$ cat src/rtl/keypad_ctrl.sv
// rtl/keypad_ctrl.sv - keypad scan sequencer, frame debouncer and CPU key register/interrupt
module keypad_ctrl #(
  parameter int SCAN_DIV        = 50000,
  parameter int DEBOUNCE_FRAMES = 3
) (
  input  logic       clk,
  input  logic       rst_n,
  output logic       scan_en,
  input  logic       key_press,
  input  logic [3:0] key_data,
  output logic [7:0] key_code,
  output logic       key_int,
  input  logic       int_ack,
  output logic       overrun
);

  localparam int            DW       = (SCAN_DIV > 1) ? $clog2(SCAN_DIV) : 1;
  localparam logic [DW-1:0] DIV_LAST = DW'(SCAN_DIV - 1);
  localparam logic [3:0]    DEB_N    = 4'(DEBOUNCE_FRAMES);

  typedef enum logic [1:0] {IDLE, DEB, HELD, REL} state_t;

  logic [DW-1:0] div_cnt;
  logic [1:0]    col_cnt;
  logic          hit;
  logic [3:0]    hit_code;
  state_t        state, state_nxt;
  logic [3:0]    cand, cand_nxt;
  logic [3:0]    stab, stab_nxt;
  logic          report;
  logic          frame_end;
  logic          res_valid;
  logic [3:0]    res_code;

  // Strobe decoded from the divider register so it is glitch-free and exactly one cycle wide.
  assign scan_en   = (div_cnt == DIV_LAST);
  assign frame_end = scan_en && (col_cnt == 2'd3);
  // Frame result includes the last column's own sample when nothing earlier hit.
  assign res_valid = hit || key_press;
  assign res_code  = hit ? hit_code : key_data;

  // Column-step divider: counts 0..SCAN_DIV-1 and wraps.
  always_ff @(posedge clk or negedge rst_n) begin
    if (!rst_n)       div_cnt <= '0;
    else if (scan_en) div_cnt <= '0;
    else              div_cnt <= div_cnt + 1'b1;
  end

  // Column counter and first-press capture within the current frame.
  always_ff @(posedge clk or negedge rst_n) begin
    if (!rst_n) begin
      col_cnt  <= 2'd0;
      hit      <= 1'b0;
      hit_code <= 4'h0;
    end else if (scan_en) begin
      col_cnt <= col_cnt + 2'd1;
      if (frame_end) begin
        hit <= 1'b0;
      end else if (!hit && key_press) begin
        hit      <= 1'b1;
        hit_code <= key_data;
      end
    end
  end

  // Debounce state, candidate code and stability count.
  always_ff @(posedge clk or negedge rst_n) begin
    if (!rst_n) begin
      state <= IDLE;
      cand  <= 4'h0;
      stab  <= 4'h0;
    end else begin
      state <= state_nxt;
      cand  <= cand_nxt;
      stab  <= stab_nxt;
    end
  end

  // Debounce transitions, evaluated once per frame end; a report fires when a press is accepted.
  always_comb begin
    state_nxt = state;
    cand_nxt  = cand;
    stab_nxt  = stab;
    report    = 1'b0;
    if (frame_end) begin
      case (state)
        IDLE: begin
          if (res_valid) begin
            cand_nxt = res_code;
            stab_nxt = 4'd1;
            if (DEB_N == 4'd1) begin
              report    = 1'b1;
              state_nxt = HELD;
            end else begin
              state_nxt = DEB;
            end
          end
        end
        DEB: begin
          if (!res_valid) begin
            state_nxt = IDLE;
          end else if (res_code == cand) begin
            stab_nxt = stab + 4'd1;
            if (stab_nxt == DEB_N) begin
              report    = 1'b1;
              state_nxt = HELD;
            end
          end else begin
            cand_nxt = res_code;
            stab_nxt = 4'd1;
          end
        end
        HELD: begin
          if (!res_valid) begin
            stab_nxt  = 4'd1;
            state_nxt = (DEB_N == 4'd1) ? IDLE : REL;
          end
        end
        REL: begin
          if (res_valid) begin
            state_nxt = HELD;
          end else begin
            stab_nxt = stab + 4'd1;
            if (stab_nxt == DEB_N) state_nxt = IDLE;
          end
        end
        default: state_nxt = IDLE;
      endcase
    end
  end

  // CPU-visible key register, interrupt and overrun; a report takes priority over an acknowledge.
  always_ff @(posedge clk or negedge rst_n) begin
    if (!rst_n) begin
      key_code <= 8'h00;
      key_int  <= 1'b0;
      overrun  <= 1'b0;
    end else if (report) begin
      key_code <= {4'h0, cand_nxt};
      key_int  <= 1'b1;
      if (int_ack)      overrun <= 1'b0;
      else if (key_int) overrun <= 1'b1;
    end else if (int_ack) begin
      key_int <= 1'b0;
      overrun <= 1'b0;
    end
  end

endmodule

$ cat config.mk
export PLATFORM = sky130hd
export DESIGN_NAME = keypad_ctrl
export DESIGN_NICKNAME = d
export VERILOG_FILES = /design/src/rtl/keypad_ctrl.sv
export SDC_FILE = /design/constraint.sdc
export NUM_CORES = 1
export LEC_CHECK = 0
export CORE_MARGIN = 10
export CORE_UTILIZATION = 55
export DETAILED_ROUTE_END_ITERATION = 12
export PLACE_DENSITY_LB_ADDON = 0.05
export SLEW_MARGIN = 20
export SYNTH_ARGS = -nofsm -noshare
export SYNTH_HDL_FRONTEND = slang
export SYNTH_SLANG_ARGS = --single-unit
$ cat constraint.sdc
create_clock -name clk -period 5.7 [get_ports clk]
set_input_delay 1.71 -clock clk [delete_from_list [all_inputs] [get_ports clk]]
set_output_delay 1.71 -clock clk [all_outputs]
set_load 0.05 [all_outputs]
Word-level counts from Yosys, hierarchy flattened --
Cells that the tools add are included.
Storage, ports and cells: flip-flop bits (word level) 39, bits of input ports 8, output and inout bits 11, word-level logic and storage cells 74
Cells by class: add/sub/neg operators 3, equal/unequal tests 14, muxes and demuxes 33, bitwise logic cells 1, reduce and logical (&&, ||, !) cells 13
Operators by type and width (number):
- 4-bit two-way mux | 10
- 16-bit by 1-bit adder with 16-bit output (second input constant) | 1
- 16-bit equality test (second input constant) | 1
- 16-bit two-way mux | 1
- 4-bit one-hot mux with 4 select lines | 1
- 2-bit two-way mux | 7
- 1-bit two-way mux | 12
- 3-bit != test (second input constant) | 3
- 2-bit != test (second input constant) | 4
- 2-bit one-hot mux with 4 select lines | 1
- 4-bit one-hot mux with 2 select lines | 1
- 2-bit equality test (second input constant) | 3
- 6-bit AND reduction | 1
- 2-bit nonzero test | 3
- 5-bit AND reduction | 1
- 4-bit by 1-bit adder with 4-bit output (second input constant) | 1
- 4-bit by 2-bit equality test with 1-bit output (second input constant) | 1
- 4-bit equality test | 1
- 2-bit AND reduction | 2
- 3-bit AND reduction | 1
- 2-bit by 1-bit adder with 2-bit output (second input constant) | 1
- 2-bit by 1-bit equality test with 1-bit output (second input constant) | 1
- 1-bit logical AND | 2
- 2-bit logical NOT | 1
- other kinds (3) | 3

Longest topological paths before layout --
depth after elaboration 9, depth in mapped cells 7, mapped depth without buffers 6

Worst setup path before layout --
OpenSTA, ideal clock, no wires.
path kind register -> output, start point reg div_cnt[0], end point out scan_en, arrival time 1666 ps, required time 3990 ps, setup slack 2324 ps, cell stages (with the launch flop) 6, buffers on the path 1, cell sequence dfrtp_1 > ha_1 > nand4b_1 > nor4_1 > and2_1 > clkbuf_1
On the way: word-level cells in the longest chain between the ends 1
RTL lines:
- start, declared | line 23 | logic [DW-1:0] div_cnt;
- start signal, assigned | line 46 | else div_cnt <= div_cnt + 1'b1;
- 16-bit equality test | line 36 | assign scan_en = (div_cnt == DIV_LAST);
- end, declared | line 8 | output logic scan_en,
No other way between the ends.

Worst setup path after layout --
Ends and elaborated chain as after synthesis.

==> impl_metrics.tcl <==
set metrics [dict create \
    status "finished clean" \
    hold_viol_final 0 \
    die_area_sq_um 6430 \
    grt_setup_unrepaired "no" \
    grt_pass1_wl_mm 6.18 \
    grt_pass1_vias 1413 \
    setup_tns_ns 0 \
    mappedNetlistArea_sq_um 1990 \
    vias 1350 \
    tightest_slew_ns 0.844 \
    yosys_warnings 0 \
    synth-main-ff-cell "dfrtp_1" \
    netlist-cell-type-count 43 \
    fmax_mhz 230 \
    drt_iter0_drc 57 \
    synth_top_area_frac 0.490 \
    path_max_fanout 5 \
    cp.required_ns 3.99 \
    worstPathArrival_ns 2.64 \
    cts_max_path_buffers 2 \
    row_count 21 \
    fp.coreArea_sq_um 3420 \
    root_buffer "clkbuf_4" \
    avgSynthCellArea_sq_um 10.6 \
    wirelength_mm 3.66 \
    yosysMostFrequentCell "dfrtp_1" \
    synth.area.top_cells "dfrtp_1 (49%), xor2_1 (4.4%), mux2i_1 (4.0%), xnor2_1 (3.5%), nor2_1 (3.2%)" \
    cts_tree "done" \
    setup_viol 0 \
    cp-start-kind "flip-flop" \
    fill_cells 303 \
    seq_area_sq_um 976 \
    clk_latency_ns 0.33 \
    postRouteAntennaNets 0 \
    yosysSeqAreaShare 0.490 \
    min_period_ns 4.35 \
    port_buffers 14 \
    ys_ff_latch 39 \
    grtUsageTotal 0.119 \
    post-cts-setup-buffer-count 0 \
    post_dp_cell_area_sq_um 2130 \
    cts_sinks 39 \
    cellPowerDensity_nw_per_um2 196 \
    skew_ns 0.00563 \
    hp-class "reg -> reg" \
    p_leak_uw 0.00110 \
    synth_edf_count 0 \
    die_x_um 80.2 \
    cts_made_buffers 5 \
    routedWlPerCell_um 14.8 \
    finish.instance_area_sq_um 2180 \
    cp-end-kind "output pin" \
    ctsHoldBuffers 0 \
    cap_violations 0 \
    route.detailed.drc 0 \
    peakVddDrop_v 0.000169 \
    die_y_um 80.2 \
    layout.nets 214 \
    antenna_cells 0 \
    synth.largest_area_cell "dfrtp_1" \
    viasPerCell 5.47 \
    critPathKind "reg -> out" \
    ios 19 \
    hpwl_mm 2.72 \
    post-route-period-util 0.763 \
    yosys-top-cells-count "dfrtp_1 (39), nor2_1 (17), nand2_1 (14), xor2_1 (10)" \
    maxSlewHeadroom 0.437 \
    multiInputGateArea_sq_um 936 \
    antenna_found_initial 0 \
    gr-total-overflow 0 \
    async_flop_share 1.00 \
    path_clk_slew_ns 0.11 \
    grt_start_max_net_pins 40 \
    start_util 0.583 \
    dr.pass1.iters 4 \
    layout-drive-gt1-share 0.0945 \
    htreeDepth 2 \
    area_growth_pct 9.30 \
    report.final.slew_viol_count 0 \
    place_congestion 0.812 \
    syn_inst 187 \
    cts_resized 0 \
]
-- worst paths after layout --
check,from,depth (start not counted),slack (ns),endpoint
setup reg to reg,div_cnt[11],5,3.19,state[0]
setup / recovery,div_cnt[0],5,1.35,scan_en
max in group asynchronous,rst_n,1,3.70,div_cnt[11]
min in group asynchronous,rst_n,1,1.46,div_cnt[3]
hold reg to reg,col_cnt[0],1,0.48,col_cnt[0]
hold / removal,col_cnt[0],1,0.48,col_cnt[0]
-- power breakdown --
group	switching [uW]	internal (uW)	total (uW)	leakage (uW)
registers	0.00000000000000732	277	277	0.000504
clock network	82.4	44.0	126	0.0000242
logic	16.2	6.43	22.6	0.000569
total	98.6	327	426	0.00110
-- flip-flops by register name, indices dropped and copies added, names as in the netlist, named ones only --
| register | count |
|---|---|
| hit_code | 4 |
| overrun | 1 |
| hit | 1 |
| key_code | 4 |
| div_cnt | 16 |
| state | 1 |
| cand | 4 |
| key_int | 1 |
| col_cnt | 2 |
| stab | 4 |
-- cells by family after synthesis --
family	after synthesis	share of synthesized area
other	1	0.00188
DFF	39	0.490
xor gates and xnor gates	18	0.0792
and+or+nand+nor	74	0.216
buffers and inverters	17	0.0453
muxes	15	0.0823
AOI/OAI and AO/OA	19	0.0603
adders and majority gates	4	0.0251
-- critical path, cell delays in order (launching register included) --
cell	delay, ns
dfrtp_1	0.40
ha_1	0.22
nand4b_1	0.16
nor4_1	0.42
and2_1	0.27
clkdlybuf4s50_1	0.83
-- final cells by class --
cell class              instances  share of cell area
clock buffers                   6              0.0190
multi-input cells             134               0.430
inverters                       8              0.0138
repair buffers                 14              0.0621
well taps                      46              0.0265
flip-flops and latches         39               0.449
-- layer usage --
metal | vias to the layer above | GRT usage | routed length (um)
met5 | - | 0 | 0
met4 | 0 | 0.0563 | 31
met3 | 4 | 0.0290 | 128
met2 | 19 | 0.197 | 1840
met1 | 658 | 0.142 | 1660
li1 | 669 | - | -
-- placed cells by master (no fill, tap or decap), types with 5 or more instances in the layout --
cell type        netlist  routed
o21ai_0                8       8
nand3_1                8       8
nor3_1                 6       6
inv_1                  8       8
clkdlybuf4s50_1        0      13
dfrtp_1               39      39
xnor2_1                8       8
nor2_1                17      17
mux2i_1                8       8
clkbuf_4               0       5
xor2_1                10      10
nand2_1               14      14
-- metrics by stage --
step | util | std cells | hold slack [ns] | setup WS, ns | power (uW)
2_1_floorplan | - | 190 | 0.448 | 2.32 | 296
3_3_place_gp | 0.625 | 241 | 0.461 | 1.84 | 305
3_5_place_dp | 0.625 | 241 | 0.467 | 1.75 | 305
4_1_cts | 0.637 | 247 | 0.488 | 1.34 | 431
5_1_grt | 0.637 | 247 | 0.522 | 1.22 | 442
6_report | 0.637 | 247 | 0.481 | 1.35 | 426
No activity file was read; power rests on OpenSTA's default activity.
